**config.mk**
```make
export PLATFORM = sky130hd
export DESIGN_NAME = fetch_exec_seq
export DESIGN_NICKNAME = d
export VERILOG_FILES = /design/src/rtl/fetch_exec_seq_pkg.sv /design/src/rtl/fetch_exec_seq_regfile.sv /design/src/rtl/fetch_exec_seq.sv
export SDC_FILE = /design/constraint.sdc
export NUM_CORES = 1
export LEC_CHECK = 0
export ABC_AREA = 1
export BUFFER_PORTS_ARGS = -buffer_cell sky130_fd_sc_hd__buf_2
export CAP_MARGIN = 10
export CORE_UTILIZATION = 40
export CTS_CLUSTER_DIAMETER = 80
export DETAILED_ROUTE_END_ITERATION = 10
export GPL_TIMING_DRIVEN = 0
export PLACE_DENSITY_LB_ADDON = 0.2
export SLEW_MARGIN = 20
export SYNTH_ARGS = -nofsm -noshare
export SYNTH_HDL_FRONTEND = slang
export SYNTH_SLANG_ARGS = --single-unit
export TNS_END_PERCENT = 5
```
**constraint.sdc**
```tcl
create_clock -name clk -period 2.3 [get_ports clk]
set_input_delay 0.345 -clock clk [delete_from_list [all_inputs] [get_ports clk]]
set_output_delay 0.345 -clock clk [all_outputs]
set_load 0.05 [all_outputs]
```
**src/rtl/fetch_exec_seq_pkg.sv**
```systemverilog
// Shared definitions for the fetch/execute sequencer and the instruction encoder tooling.
package fetch_exec_seq_pkg;

   // Opcode field values
   localparam logic [1:0] OP_LI   = 2'b00;
   localparam logic [1:0] OP_ADDI = 2'b01;
   localparam logic [1:0] OP_HALT = 2'b10;
   localparam logic [1:0] OP_J    = 2'b11;

   // Instruction field positions: [7:6] opcode, [5:3] rd, [2:0] imm, [5:0] jump target
   localparam int unsigned OPC_HI = 7;
   localparam int unsigned OPC_LO = 6;
   localparam int unsigned RD_HI  = 5;
   localparam int unsigned RD_LO  = 3;
   localparam int unsigned IMM_HI = 2;
   localparam int unsigned IMM_LO = 0;
   localparam int unsigned JT_HI  = 5;
   localparam int unsigned JT_LO  = 0;

   // Sequencer states
   typedef enum logic [1:0] {
      ST_IDLE  = 2'd0,
      ST_FETCH = 2'd1,
      ST_EXEC  = 2'd2,
      ST_HALT  = 2'd3
   } state_t;

   // Sign-extend the 3-bit immediate to 8 bits
   function automatic logic [7:0] sext_imm(input logic [2:0] imm);
      return {{5{imm[2]}}, imm};
   endfunction

endpackage

```
**src/rtl/fetch_exec_seq_regfile.sv**
```systemverilog
// 8x8 register file: one write port, one operand read port, one debug read port.
module seq_regfile
   import fetch_exec_seq_pkg::*;
(
   input  logic       clk,
   input  logic       reset,
   input  logic       we,
   input  logic [2:0] waddr,
   input  logic [7:0] wdata,
   input  logic [2:0] raddr,
   output logic [7:0] rdata,
   input  logic [2:0] dbg_sel,
   output logic [7:0] dbg_data
);

   logic [7:0] regs [8];

   // Register storage with asynchronous clear
   always_ff @(posedge clk or negedge reset) begin
      if (!reset) begin
         regs <= '{default: '0};
      end else if (we) begin
         regs[waddr] <= wdata;
      end
   end

   // Combinational read ports
   always_comb begin
      rdata    = regs[raddr];
      dbg_data = regs[dbg_sel];
   end

endmodule

```
**src/rtl/fetch_exec_seq.sv**
```systemverilog
// Fetch/execute sequencer: fetches 8-bit instructions and executes li/addi/j/halt.
module fetch_exec_seq
   import fetch_exec_seq_pkg::*;
#(
   parameter int unsigned MEM_DEPTH = 8,
   parameter logic [7:0]  RESET_PC  = 8'h00
) (
   input  logic       clk,
   input  logic       reset,
   input  logic       start,
   output logic [7:0] pc_out,
   input  logic [7:0] inst_code,
   output logic       busy,
   output logic       halted,
   output logic       retire,
   output logic [7:0] retire_pc,
   input  logic [2:0] dbg_sel,
   output logic [7:0] dbg_data
);

   state_t     state;
   logic [7:0] ir;
   logic [1:0] opcode;
   logic [2:0] rd;
   logic [2:0] imm;
   logic [7:0] rd_val;
   logic       rf_we;
   logic [7:0] rf_wdata;
   logic       fetch_oob;

   // Instruction decode and register write data
   always_comb begin
      opcode    = ir[OPC_HI:OPC_LO];
      rd        = ir[RD_HI:RD_LO];
      imm       = ir[IMM_HI:IMM_LO];
      rf_we     = (state == ST_EXEC) && ((opcode == OP_LI) || (opcode == OP_ADDI));
      rf_wdata  = (opcode == OP_LI) ? {5'b0, imm} : rd_val + sext_imm(imm);
      fetch_oob = (32'(pc_out) >= MEM_DEPTH);
   end

   seq_regfile u_regfile (
      .clk      (clk),
      .reset    (reset),
      .we       (rf_we),
      .waddr    (rd),
      .wdata    (rf_wdata),
      .raddr    (rd),
      .rdata    (rd_val),
      .dbg_sel  (dbg_sel),
      .dbg_data (dbg_data)
   );

   // Sequencer FSM with registered status outputs
   always_ff @(posedge clk or negedge reset) begin
      if (!reset) begin
         state     <= ST_IDLE;
         pc_out    <= RESET_PC;
         ir        <= '0;
         busy      <= 1'b0;
         halted    <= 1'b0;
         retire    <= 1'b0;
         retire_pc <= '0;
      end else begin
         retire <= 1'b0;
         unique case (state)
            ST_IDLE, ST_HALT: begin
               if (start) begin
                  state  <= ST_FETCH;
                  pc_out <= RESET_PC;
                  busy   <= 1'b1;
                  halted <= 1'b0;
               end
            end
            ST_FETCH: begin
               if (fetch_oob) begin
                  state  <= ST_HALT;
                  busy   <= 1'b0;
                  halted <= 1'b1;
               end else begin
                  ir    <= inst_code;
                  state <= ST_EXEC;
               end
            end
            ST_EXEC: begin
               if (opcode == OP_HALT) begin
                  state  <= ST_HALT;
                  busy   <= 1'b0;
                  halted <= 1'b1;
               end else begin
                  state     <= ST_FETCH;
                  retire    <= 1'b1;
                  retire_pc <= pc_out;
                  if (opcode == OP_J) begin
                     pc_out <= {2'b00, ir[JT_HI:JT_LO]};
                  end else begin
                     pc_out <= pc_out + 8'd1;
                  end
               end
            end
            default: state <= ST_IDLE;
         endcase
      end
   end

endmodule
```
==> results_dict.tcl <==
set metrics [dict create \
    outcome "complete, but fails checks" \
    violations "setup timing" \
    clkTransAtPathRegs_ns 0.07 \
    yosys_most_used_dff "dfrtp_1" \
    fmax_mhz 379.5 \
    timing.final.crit_share_pct 114.6 \
    first_global_vias 4743 \
    viasPerCell 5.367 \
    worstSetupPathType "register to register" \
    finalWirelength_mm 15.11 \
    max-cap-violations 0 \
    drc 0 \
    drt-initial-drc-count 533 \
    crit_path_end_kind "register" \
    grt_max_degree 62 \
    via_count 4927 \
    fin_worst_skew_ns 0.008829 \
    rows 41 \
    antenna_found_initial 0 \
    ys_seq_area_share_pct 45.17 \
    yosys_warnings 0 \
    min_path_type "input pin to register" \
    cp-endpoint "u_regfile.regs[62]$_DFFE_PN0P_" \
    p_per_area_nw_per_um2 1458 \
    ys_ff_latch 93 \
    wl_per_cell_um 16.46 \
    crit_start "ir[5]$_DFFE_PN0P_" \
    async_flop_share_pct 100.0 \
    cts_htree_levels 3 \
    intPower_mw 4.994 \
    dp.cells 876 \
    syn_inst 665 \
    startpoint_type "register" \
    dieWidth_um 115.5 \
    synth_area_sq_um 5152 \
    final_cells 918 \
    clk_latency_ns 0.35 \
    die-area_sq_um 13340 \
    detail-route-antenna-nets 0 \
    finalHoldViolCount 0 \
    first_pass_iters 5 \
    setup_ws_ns -0.3348 \
    globalRouteTotalUtil_pct 24.56 \
    io_buffers 38 \
    finalSetupViolations 56 \
    slew_headroom_pct 60.14 \
    cts_buffers 9 \
    r2r_cells 14 \
    worst_pin_slew_ns 0.5980 \
    fin_setup_tns_ns -14.64 \
    seq_power_share_pct 28.7 \
    clockRootBuffer "clkbuf_16" \
    p_comb_share_pct 54.0 \
    critPathArrivalTime_ns 2.86 \
    tritoncts "built" \
    core_sq_um 12570 \
    syn_nets 691 \
    nets 767 \
    clockBufferDepth 2 \
    cts.sinks 93 \
    drive_gt1_share_pct 24.26 \
    max-vdd-ir-drop_v 0.0007600 \
    leakage_nw 3.037 \
    synth.distinct_cells 36 \
    slew_viol_final 0 \
    io_pins 41 \
    rsz0062_at_grt "true" \
    crit_fanout 8 \
    overflow 0 \
    area_growth_pct 26.27 \
    insertedDiodeCount 0 \
    synth_edf_count 0 \
    r2r-start "ir[5]$_DFFE_PN0P_" \
    hpwlAfterDp_mm 10.77 \
    hold_depth 3 \
    dieHeight_um 115.5 \
    cp.required_ns 2.53 \
    initial_core_util_pct 41.00 \
    final_area_sq_um 6506 \
    rrSetupSlack_ns -0.33 \
    pwr-share-clk_pct 17.3 \
    period_minus_slack_ns 2.635 \
    grt_pass1_wl_mm 24.50 \
    avgSynthCellArea_sq_um 7.748 \
    fin_hold_ws_ns 0.1933 \
    final_core_util_pct 51.77 \
    placed_cell_area_sq_um 5619 \
    power.switching_mw 4.490 \
    r2r_end "u_regfile.regs[62]$_DFFE_PN0P_" \
    sw_frac_of_total_pct 47.34 \
    gp_congestion 0.9162 \
]
[power groups by stage]
stage / registers [mW] / clock network [mW] / logic, mW
5_1_grt: 2.80 / 1.73 / 5.59
3_3_place_gp: 2.64 / 0 / 3.89
2_1_floorplan: 2.87 / 0 / 2.59
3_5_place_dp: 2.66 / 0 / 3.97
6_report: 2.73 / 1.64 / 5.12
4_1_cts: 2.70 / 1.67 / 4.85
[sequential cells by signal, indices dropped and copies added, names as in the netlist]
name            count
busy                1
halted              1
ir                  8
pc_out              8
retire              1
retire_pc           8
state               2
u_regfile.regs     64
[synthesized netlist by cell type, types with 4 or more instances]
cell type | instances | share of area, %
o21ai_1 | 20 | 1.9
o22ai_1 | 9 | 1.1
a21oi_1 | 29 | 2.8
clkbuf_1 | 8 | 0.58
a31oi_1 | 8 | 0.97
a221oi_1 | 10 | 1.7
nand2_1 | 172 | 13
nor2_1 | 31 | 2.3
inv_2 | 6 | 0.44
dfrtp_1 | 93 | 45
nand4_1 | 15 | 1.8
nor2_2 | 5 | 0.61
ha_1 | 11 | 2.7
o2bb2ai_1 | 4 | 0.68
inv_1 | 79 | 5.8
o21ai_0 | 98 | 9.5
nand3_1 | 15 | 1.5
buf_2 | 12 | 1.2
nor2_4 | 8 | 1.7
[area by class of cell]
type	instances	area [sq um]
multi-input combinational	462	2716
fill	1192	6062
clock inverter	3	67.56
sequential	93	2330
buffer	24	136.4
timing repair buffer	65	449.2
inverter	86	331.6
clock buffer	13	260.3
tap	172	215.2
[through the flow]
step           power [mW]  worst slack, ns
6_report            9.485          -0.3348
2_1_floorplan       5.458         0.003424
3_5_place_dp        6.634          -0.7330
3_3_place_gp        6.534          -0.6850
4_1_cts             9.220          -0.3130
5_1_grt             10.12          -0.4864
[cells by family after synthesis]
| kind of cell | share of synthesized area, % |
|---|---|
| and+or+nand+nor | 21.93 |
| AOI/OAI and AO/OA | 20.42 |
| buffers and inverters | 8.742 |
| DFF | 45.17 |
| adders and majority gates | 3.060 |
| xor gates and xnor gates | 0.6801 |
[critical path, cell delays in order, from the launching register on]
cell	delay [ns]
dfrtp_2	0.47
nand2_2	0.09
buf_6	0.13
nor2_4	0.25
a211oi_2	0.13
nand4_1	0.17
ha_2	0.23
inv_2	0.04
fa_2	0.35
inv_2	0.07
nand4_1	0.10
nand3_1	0.13
nand2_2	0.07
nand3_4	0.16
o21ai_1	0.09
[timing repair]
| item | in CTS | in global routing |
|---|---|---|
| buffers inserted | 21 | 4 |
| hold buffers | 1 | 0 |
| resized for setup | 81 | 24 |
| pin swaps | 35 | 23 |
| hold endpoints to repair | 32 | 0 |
| endpoints found under the setup margin | 64 | 68 |
[per-layer routing]
metal	vias to the layer above	wire length [um]	part of all wire [%]	global-route usage, %
li1	2363	-	-	-
met1	2351	6627	44	31.14
met2	180	7258	48	41.32
met3	33	839	5.6	4.446
met4	0	385	2.5	10.30
met5	-	0	0	0
[placed cells by master, fill, tap and decap left out, drive strengths merged, types with 2 or more instances in the layout]
master / netlist / layout
clkinvlp: 0 / 2
inv: 85 / 85
bufinv: 0 / 2
nand4: 15 / 15
nor2: 44 / 44
or2: 4 / 4
o2bb2ai: 4 / 4
buf: 16 / 79
ha: 11 / 11
nand3: 18 / 18
o22ai: 9 / 9
a22oi: 3 / 3
nand2: 174 / 174
a221oi: 10 / 10
a31oi: 8 / 8
o21ai: 121 / 121
clkbuf: 8 / 22
dfrtp: 93 / 93
nor3: 2 / 2
a21oi: 30 / 30
xor2: 3 / 3
o211ai: 2 / 2
[worst min-delay path by stage]
stage / from / endpoint / slack [ns]
floorplan: reset / busy$_DFFE_PN0P_ / 0.05
global placement: retire_pc[2]$_DFFE_PN0P_ / retire_pc[2]$_DFFE_PN0P_ / 0.46
detailed placement: reset / state[1]$_DFFE_PN0P_ / 0.25
CTS: inst_code[7] / ir[7]$_DFFE_PN0P_ / 0.19
global route: inst_code[7] / ir[7]$_DFFE_PN0P_ / 0.20
finish: inst_code[7] / ir[7]$_DFFE_PN0P_ / 0.19
(Power assumes the default switching activity.)
